$ cat src/rtl/sdram_avalon_arbiter.sv
// Two-master round-robin Avalon-MM arbiter in front of the SDRAM controller slave port.
// Read IDs are queued so each readdatavalid is steered back to the master that issued it.
module sdram_avalon_arbiter #(
  parameter int AVS_AW      = 24,
  parameter int AVS_DW      = 16,
  parameter int AVS_BYTE    = 2,
  parameter int MAX_PENDING = 4
) (
  input  logic                               clk,
  input  logic                               reset,
  input  logic                               m0_read,
  input  logic                               m0_write,
  input  logic [AVS_AW-1:0]                  m0_address,
  input  logic [AVS_DW-1:0]                  m0_writedata,
  input  logic [AVS_BYTE-1:0]                m0_byteenable,
  output logic                               m0_waitrequest,
  output logic [AVS_DW-1:0]                  m0_readdata,
  output logic                               m0_readdatavalid,
  input  logic                               m1_read,
  input  logic                               m1_write,
  input  logic [AVS_AW-1:0]                  m1_address,
  input  logic [AVS_DW-1:0]                  m1_writedata,
  input  logic [AVS_BYTE-1:0]                m1_byteenable,
  output logic                               m1_waitrequest,
  output logic [AVS_DW-1:0]                  m1_readdata,
  output logic                               m1_readdatavalid,
  output logic                               ctrl_read,
  output logic                               ctrl_write,
  output logic [AVS_AW-1:0]                  ctrl_address,
  output logic [AVS_DW-1:0]                  ctrl_writedata,
  output logic [AVS_BYTE-1:0]                ctrl_byteenable,
  input  logic                               ctrl_waitrequest,
  input  logic [AVS_DW-1:0]                  ctrl_readdata,
  input  logic                               ctrl_readdatavalid,
  output logic [$clog2(MAX_PENDING):0]       pending_cnt,
  output logic                               err_rdv
);

  localparam int PW = $clog2(MAX_PENDING);
  localparam int CW = PW + 1;

  typedef enum logic {ST_IDLE, ST_LOCKED} state_t;

  state_t                 state, state_next;
  logic                   lock_id;
  logic                   rr_last;
  logic                   grant_valid;
  logic                   grant_id;
  logic                   req0, req1;
  logic                   sel_read, sel_write;
  logic                   accept, push, pop;
  logic [MAX_PENDING-1:0] id_mem;
  logic [PW-1:0]          wr_ptr, rd_ptr;
  logic [CW-1:0]          count;
  logic                   fifo_full, fifo_empty, fifo_head;

  assign fifo_full  = (count == CW'(MAX_PENDING));
  assign fifo_empty = (count == '0);
  assign fifo_head  = id_mem[rd_ptr];

  // A read cannot even request while the ID FIFO is full; writes always can.
  assign req0 = m0_write | (m0_read & ~fifo_full);
  assign req1 = m1_write | (m1_read & ~fifo_full);

  always_ff @(posedge clk) begin
    if (!reset) begin
      state   <= ST_IDLE;
      lock_id <= 1'b0;
      rr_last <= 1'b1;
    end else begin
      state <= state_next;
      if (grant_valid && ctrl_waitrequest)
        lock_id <= grant_id;
      if (accept)
        rr_last <= grant_id;
    end
  end

  always_comb begin
    state_next  = ST_IDLE;
    grant_valid = 1'b0;
    grant_id    = 1'b0;
    if (state == ST_LOCKED) begin
      grant_id    = lock_id;
      grant_valid = lock_id ? req1 : req0;
    end else if (req0 && req1) begin
      grant_valid = 1'b1;
      grant_id    = ~rr_last;
    end else if (req0) begin
      grant_valid = 1'b1;
      grant_id    = 1'b0;
    end else if (req1) begin
      grant_valid = 1'b1;
      grant_id    = 1'b1;
    end
    if (grant_valid && ctrl_waitrequest)
      state_next = ST_LOCKED;
  end

  // Write wins over a simultaneous read from the same master.
  assign sel_write = grant_id ? m1_write : m0_write;
  assign sel_read  = grant_id ? (m1_read & ~m1_write) : (m0_read & ~m0_write);

  assign ctrl_read       = reset & grant_valid & sel_read;
  assign ctrl_write      = reset & grant_valid & sel_write;
  assign ctrl_address    = grant_id ? m1_address    : m0_address;
  assign ctrl_writedata  = grant_id ? m1_writedata  : m0_writedata;
  assign ctrl_byteenable = grant_id ? m1_byteenable : m0_byteenable;

  assign accept = reset & grant_valid & ~ctrl_waitrequest;
  assign push   = accept & sel_read;
  assign pop    = ctrl_readdatavalid & ~fifo_empty;

  assign m0_waitrequest   = ~(accept & ~grant_id);
  assign m1_waitrequest   = ~(accept & grant_id);
  assign m0_readdata      = ctrl_readdata;
  assign m1_readdata      = ctrl_readdata;
  assign m0_readdatavalid = reset & pop & ~fifo_head;
  assign m1_readdatavalid = reset & pop & fifo_head;
  assign pending_cnt      = count;

  always_ff @(posedge clk) begin
    if (!reset) begin
      wr_ptr  <= '0;
      rd_ptr  <= '0;
      count   <= '0;
      err_rdv <= 1'b0;
    end else begin
      if (push) begin
        id_mem[wr_ptr] <= grant_id;
        wr_ptr         <= wr_ptr + PW'(1);
      end
      if (pop)
        rd_ptr <= rd_ptr + PW'(1);
      count <= count + CW'(push) - CW'(pop);
      if (ctrl_readdatavalid && fifo_empty)
        err_rdv <= 1'b1;
    end
  end

endmodule
$ cat config.mk
export PLATFORM = sky130hd
export DESIGN_NAME = sdram_avalon_arbiter
export DESIGN_NICKNAME = d
export VERILOG_FILES = /design/src/rtl/sdram_avalon_arbiter.sv
export SDC_FILE = /design/constraint.sdc
export NUM_CORES = 1
export LEC_CHECK = 0
export ABC_AREA = 1
export ABC_CLOCK_PERIOD_IN_PS = 5300
export CAP_MARGIN = 40
export CORE_ASPECT_RATIO = 0.6
export CORE_UTILIZATION = 30
export CTS_BUF_LIST = sky130_fd_sc_hd__clkbuf_8
export CTS_CLUSTER_DIAMETER = 60
export DETAILED_ROUTE_END_ITERATION = 8
export PLACE_DENSITY = 0.92
export SLEW_MARGIN = 20
export SYNTH_ARGS = -nofsm -noshare
export SYNTH_HDL_FRONTEND = slang
export SYNTH_SLANG_ARGS = --single-unit
$ cat constraint.sdc
create_clock -name clk -period 5.3 [get_ports clk]
set_input_delay 1.06 -clock clk [delete_from_list [all_inputs] [get_ports clk]]
set_output_delay 1.06 -clock clk [all_outputs]
set_load 0.01 [all_outputs]
==> results_dict.tcl <==
set metrics [dict create \
    detail_route.first_pass.iterations 9 \
    slew_headroom_pct 55.3 \
    max_freq_mhz 231 \
    rr_startpoint "pending_cnt[1]$_SDFF_PN0_" \
    grt_antenna_before_repair 0 \
    synth_cells 282 \
    p_leak_nw 1.38 \
    cts_hold_buffers 0 \
    coreArea_um2 5200 \
    rows 20 \
    worst_setup_path_end_kind "primary output" \
    synth.net_count 397 \
    muxShareOfSynthArea_pct 0 \
    synth-adder-area-share_pct 5.68 \
    cts_resized 0 \
    vdd_ir_drop_max_v 0.000121 \
    slowest_stage "clkdlybuf4s50_1" \
    cts.path.max_buffers 2 \
    io_pins 192 \
    reg2reg_depth 16 \
    yosysUniqueCellTypes 27 \
    syn_area_um2 1670 \
    dieArea_um2 5890 \
    syn_avg_cell_area_um2 5.94 \
    synthSimpleGateAreaFrac_pct 44.6 \
    crit_fanout 43 \
    violations "design-rule violations" \
    grt_pass1_vias 1810 \
    criticalPathCategory "in -> out" \
    cts_root_buf "clkbuf_8" \
    yosys-top-cells-count "147 x nand2_1, 32 x buf_4, 23 x inv_1, 16 x nor2_1, 11 x dfxtp_1" \
    grt_pass1_wl_mm 8.49 \
    via_per_inst 4.32 \
    insertion_delay_ns 0.26 \
    yosysWarningCount 0 \
    synthArstFlopShare_pct 0 \
    skew_ns 0.00537 \
    drive_gt1_share_pct 4.38 \
    drc 8 \
    cp_common_cell "nand2_1" \
    critPathArrivalTime_ns 3.26 \
    status "finished with violations" \
    hp-class "reg -> reg" \
    initial_core_util_pct 32.2 \
    htree_levels 1 \
    cts_buffers 3 \
    cts_sinks 15 \
    yosysMostFrequentCell "nand2_1" \
    maxCapViolations 0 \
    dp_slack_ns 0.976 \
    drtAntennaViolNets 0 \
    grt-ovfl-total 0 \
    nets 504 \
    timing.hold.ws_ns 0.457 \
    fillers 472 \
    synth_top_family_by_area "simple AND/OR/NAND/NOR gates" \
    vias 1961 \
    crit_chain "clkdlybuf4s50_1 -> nand2_1 -> nand2_1 -> nand2_1 -> nand2_2 -> nand2_4 -> inv_2 -> nand2_1 -> nand2_1 -> clkdlybuf4s50_1" \
    powerDensity_nw_per_um2 261 \
    setup_viol 0 \
    drtIter0Drc 85 \
    synth_compound_area_share_pct 4.71 \
    fin_tns_setup_ns 0 \
    worstHoldStart "err_rdv$_SDFFE_PN0P_" \
    synth_edf_count 4 \
    seq_area_frac_synth_pct 20.3 \
    synth_top_area_cell "nand2_1" \
    required_ns 4.24 \
    synth-xor-area-share_pct 0.523 \
    wl_per_cell_um 12.2 \
    startpoint_type "input port" \
    netlist.area_leader.share_pct 33.0 \
    grtUsageTotal_pct 18.4 \
    die_y_um 59.9 \
    wirelength_mm 5.53 \
    fin_ws_ns 0.976 \
    yosys-top-cells-area "nand2_1 33%, buf_4 14%, dfxtp_1 13%" \
    cts_tree "done" \
    area.growth.synth_to_final_pct 75.0 \
    min_period_ns 4.32 \
    finalHoldViolCount 0 \
    timing.rr.end "pending_cnt[2]$_SDFF_PN0_" \
    cts.clk_slew.worst_paths_ns 0.06 \
    rsz0062_at_grt "false" \
    postCtsSetupBuffers 0 \
    dp_hpwl_mm 4.49 \
    antenna_cells 0 \
    r2r_slack_ns 2.31 \
    die-width_um 98.4 \
    slew_viol_final 0 \
    place_congestion 0.876 \
    final_core_util_pct 56.3 \
    slowest_delay_ns 0.53 \
    holdPathEnd "err_rdv$_SDFFE_PN0P_" \
    worstMarginPinSlew_ns 0.670 \
    worstSetupStartpoint "m0_read" \
    port_buffers 143 \
    timing.final.crit_share_pct 81.6 \
    synth-seq-cells 15 \
    hold_depth 2 \
    grt_max_degree 44 \
    synth_ff_type "dfxtp_1" \
]
[critical path, delay by kind of cell]
kind	cells	cell delay [ns]
buffers and inverters	3	1.53
AND/OR/NAND/NOR	7	0.66
[cell type report]
class | instances | area, um^2 | area share [%]
sequential | 15 | 340 | 11.6
tap | 66 | 82.6 | 2.82
multi-input combinational | 201 | 930 | 31.7
inverter | 24 | 90.1 | 3.07
clock buffer | 3 | 41.3 | 1.41
timing repair buffer | 144 | 1440 | 49.1
clock inverter | 1 | 7.51 | 0.256
[worst max path at each step]
stage	cells after the start	endpoint
after floorplan	8	ctrl_address[0]
after global placement	10	ctrl_address[21]
after detailed placement	10	ctrl_address[18]
after CTS	10	ctrl_address[18]
after global routing	10	ctrl_address[0]
final	10	ctrl_address[18]
[registers in the layout (all words and copies together) (netlist names)]
name / cells
rd_ptr: 2
rr_last: 1
state: 1
pending_cnt: 3
wr_ptr: 2
err_rdv: 1
lock_id: 1
id_mem: 4
[logic make-up (layout without fill, tap and decap cells)]
logic type	Yosys count	after routing
adder cells (fa/ha/maj)	7	7
AO/OA/AOI/OAI	14	14
flip-flops	15	15
AND/OR/NAND/NOR	179	179
buffers and inverters	66	172
XOR/XNOR	1	1
[report_power, final]
part / leakage, nW / switching, W / internal (W)
Sequential: 0.127 / 0.0000216 / 0.000140
Combinational: 1.24 / 0.000238 / 0.000267
Clock: 0.0217 / 0.0000450 / 0.0000530
Total: 1.38 / 0.000305 / 0.000460
[placed cells by master (no fill, tap or decap), types with 2 or more instances in the layout]
master             n
inv_1             23
a21oi_1            5
clkbuf_8           3
nand2_2            4
nand4_1            2
nand3_1            2
nand2_4            2
o21ai_0            7
clkdlybuf4s50_1  143
nor2_1            16
nand2_1          147
edfxtp_1           4
dfxtp_1           11
ha_1               6
[through the flow]
step	total power (W)	instances	instance area (um^2)
floorplan	0.000434	282	1670
global placement	0.000656	450	2880
detailed placement	0.000668	450	2880
CTS	0.000772	454	2930
global route	0.000833	454	2930
finish	0.000765	454	2930
[layer usage]
metal | vias to the layer above | routed length [um] | GRT usage, %
met5 | - | 0 | 0
met4 | 0 | 52 | 5.33
met3 | 6 | 559 | 7.60
met2 | 89 | 2660 | 30.9
met1 | 838 | 2250 | 22.1
li1 | 1028 | - | -
(Power assumes the default switching activity.)
==> patch (same flow settings) <==
`MAX_PENDING`: 4 -> 16.
--- a/src/rtl/sdram_avalon_arbiter.sv
+++ b/src/rtl/sdram_avalon_arbiter.sv
@@ -4,7 +4,7 @@
   parameter int AVS_AW      = 24,
   parameter int AVS_DW      = 16,
   parameter int AVS_BYTE    = 2,
-  parameter int MAX_PENDING = 4
+  parameter int MAX_PENDING = 16
 ) (
   input  logic                               clk,
   input  logic                               reset,
Interface: changed (resized pending_cnt); port bits go from 192 to 194. The function was not compared with the original's and may differ.
==> patch against the unedited design <==
Critical path depth is the same; clock power rose by 89%; total power increased by 51%; setup slack lost 350 ps; wire length is 43% higher; sequential power increased by 110%; via count up 40%; sequential cell count grew 18; combinational power increased by 25%; synthesized area increased by 54%; non-clock buffer count increased by 3; count of clock-buffer cells in the layout is 2 higher; design area rose by 35%; largest cell class unchanged; largest power group unchanged.
==> patch: results (changes against the unedited design) <==
Outcome
  • Status: complete, no violations (was complete, but fails checks)

Synth
  • Post-synth net total: 504 (was 397)
  • Area contributors post-synth: nand2_1 (23%), edfxtp_1 (19%), dfxtp_1 (13%) (was nand2_1 (33%), buf_4 (14%), dfxtp_1 (13%))
  • Netlist cell types: 29 (was 27)
  • Post-synth EDFFs: 16 (was 4)
  • Top post-synthesis cells by count: nand2_1 (158), nor2_1 (45), buf_4 (36) (was nand2_1 (147), buf_4 (32), inv_1 (23))
  • Syn Area/Cell: 6.72 µm² (was 5.94 µm²)
  • Sequential share of the synthesized area: 31.8% (was 20.3%)

GRT
  • Met2 GRT Util: 28.2% (was 30.9%)
  • GR Util met3: 7.30% (was 7.60%)
  • Met1 Use GR: 20.8% (was 22.1%)
  • First-pass GRT wire length: 12000 µm (was 8490 µm)
  • Vias in the first global route: 2589 (was 1810)
  • GRT Total Usage: 17.3% (was 18.4%)

Place
  • Pre-CTS setup slack: 609 ps (was 976 ps)
  • Port bufs: 145 (was 143)
  • Dpl cells: 594 (was 450)
  • Dpl cell area: 3870 µm² (was 2880 µm²)
  • HPWL after detailed placement: 6350 µm (was 4490 µm)
  • Final Wtd Congestion: 0.864 (was 0.876)

Finish
  • Layout cells sized above 1: 6.28% (was 4.38%)
  • Max FFs per register: 16 (was 4)
  • Finished Layout Cells: 602 (was 454)
  • Final #Nets: 613 (was 504)

Timing
  • Worst slew pin tran: 660 ps (was 670 ps)
  • Setup Skew: 2.74 ps (was 5.37 ps)
  • Setup TNS: 0 ps (unchanged)
  • Hold Slack: 456 ps (was 457 ps)

Worst setup path
  • Crit-path max cell delay: 630 ps (was 530 ps)
  • Worst Path Max Fanout: 43 (unchanged)
  • RR Startpoint: pending_cnt[2] (was pending_cnt[1])
  • Worst reg-to-reg setup slack: 1720 ps (was 2310 ps)
  • Critical Path AT: 3610 ps (was 3260 ps)
  • CP max stage cell: inv_2 (was clkdlybuf4s50_1)
  • R2r endpoint: pending_cnt[4] (was pending_cnt[2])
  • R2R cell count: 19 (was 16)

Pwr
  • P_comb: 633 µW (was 506 µW)
  • Internal power: 704 µW (was 460 µW)
  • Flop+latch power: 337 µW (was 161 µW)
  • Switch Pwr: 451 µW (was 305 µW)
  • P_leak: 1.79 nW (was 1.38 nW)
  • VDD IR max: 0.142 mV (was 0.121 mV)

Detailed routing
  • Met3 wire len: 737 µm (was 559 µm)
  • First-pass DRT Iterations: 5 (was 9)
  • Vias/cell: 4.58 (was 4.32)
  • DRT iter0 DRCs: 185 (was 85)
  • Post-Route M1 WL: 3300 µm (was 2250 µm)
  • Routed wire length: 7930 µm (was 5530 µm)
  • Met2 WL post-DR: 3760 µm (was 2660 µm)

Clock network
  • Clk_lat worst skew: 290 ps (was 260 ps)
  • Clock buffer count from CTS: 5 (was 3)
  • Clock Path Buffers: 2 (unchanged)
  • Htree depth: 2 (was 1)
==> patch: worst max path at each step <==
stage / cells after the start / from / end / slack [ps]
final: 10 / m0_write / ctrl_byteenable[0] / 630
after CTS: 10 / m0_write / ctrl_byteenable[0] / 610
after global routing: 10 / m0_write / ctrl_address[2] / 410
after global placement: 10 / m0_write / ctrl_writedata[9] / 700
after floorplan: 7 / m1_write / ctrl_write / 2300
after detailed placement: 10 / m0_write / ctrl_byteenable[0] / 610
==> patch: final cells by class <==
class / instances / area (µm²)
Clock buffer: 5 / 68.8
Clock inverter: 3 / 13.8
Fill cell: 724 / 4150
Inverter: 28 / 108
Multi-Input combinational cell: 278 / 1340
Sequential cell: 33 / 821
Tap cell: 108 / 135
Timing Repair Buffer: 147 / 1470
==> patch: kinds of logic after synthesis <==
kind of cell | synth area share (%)
fa+ha+maj | 6.11
simple gates | 38.1
compound gates | 6.93
flops | 31.8
xor+xnor | 0.679
buf+inv | 16.3
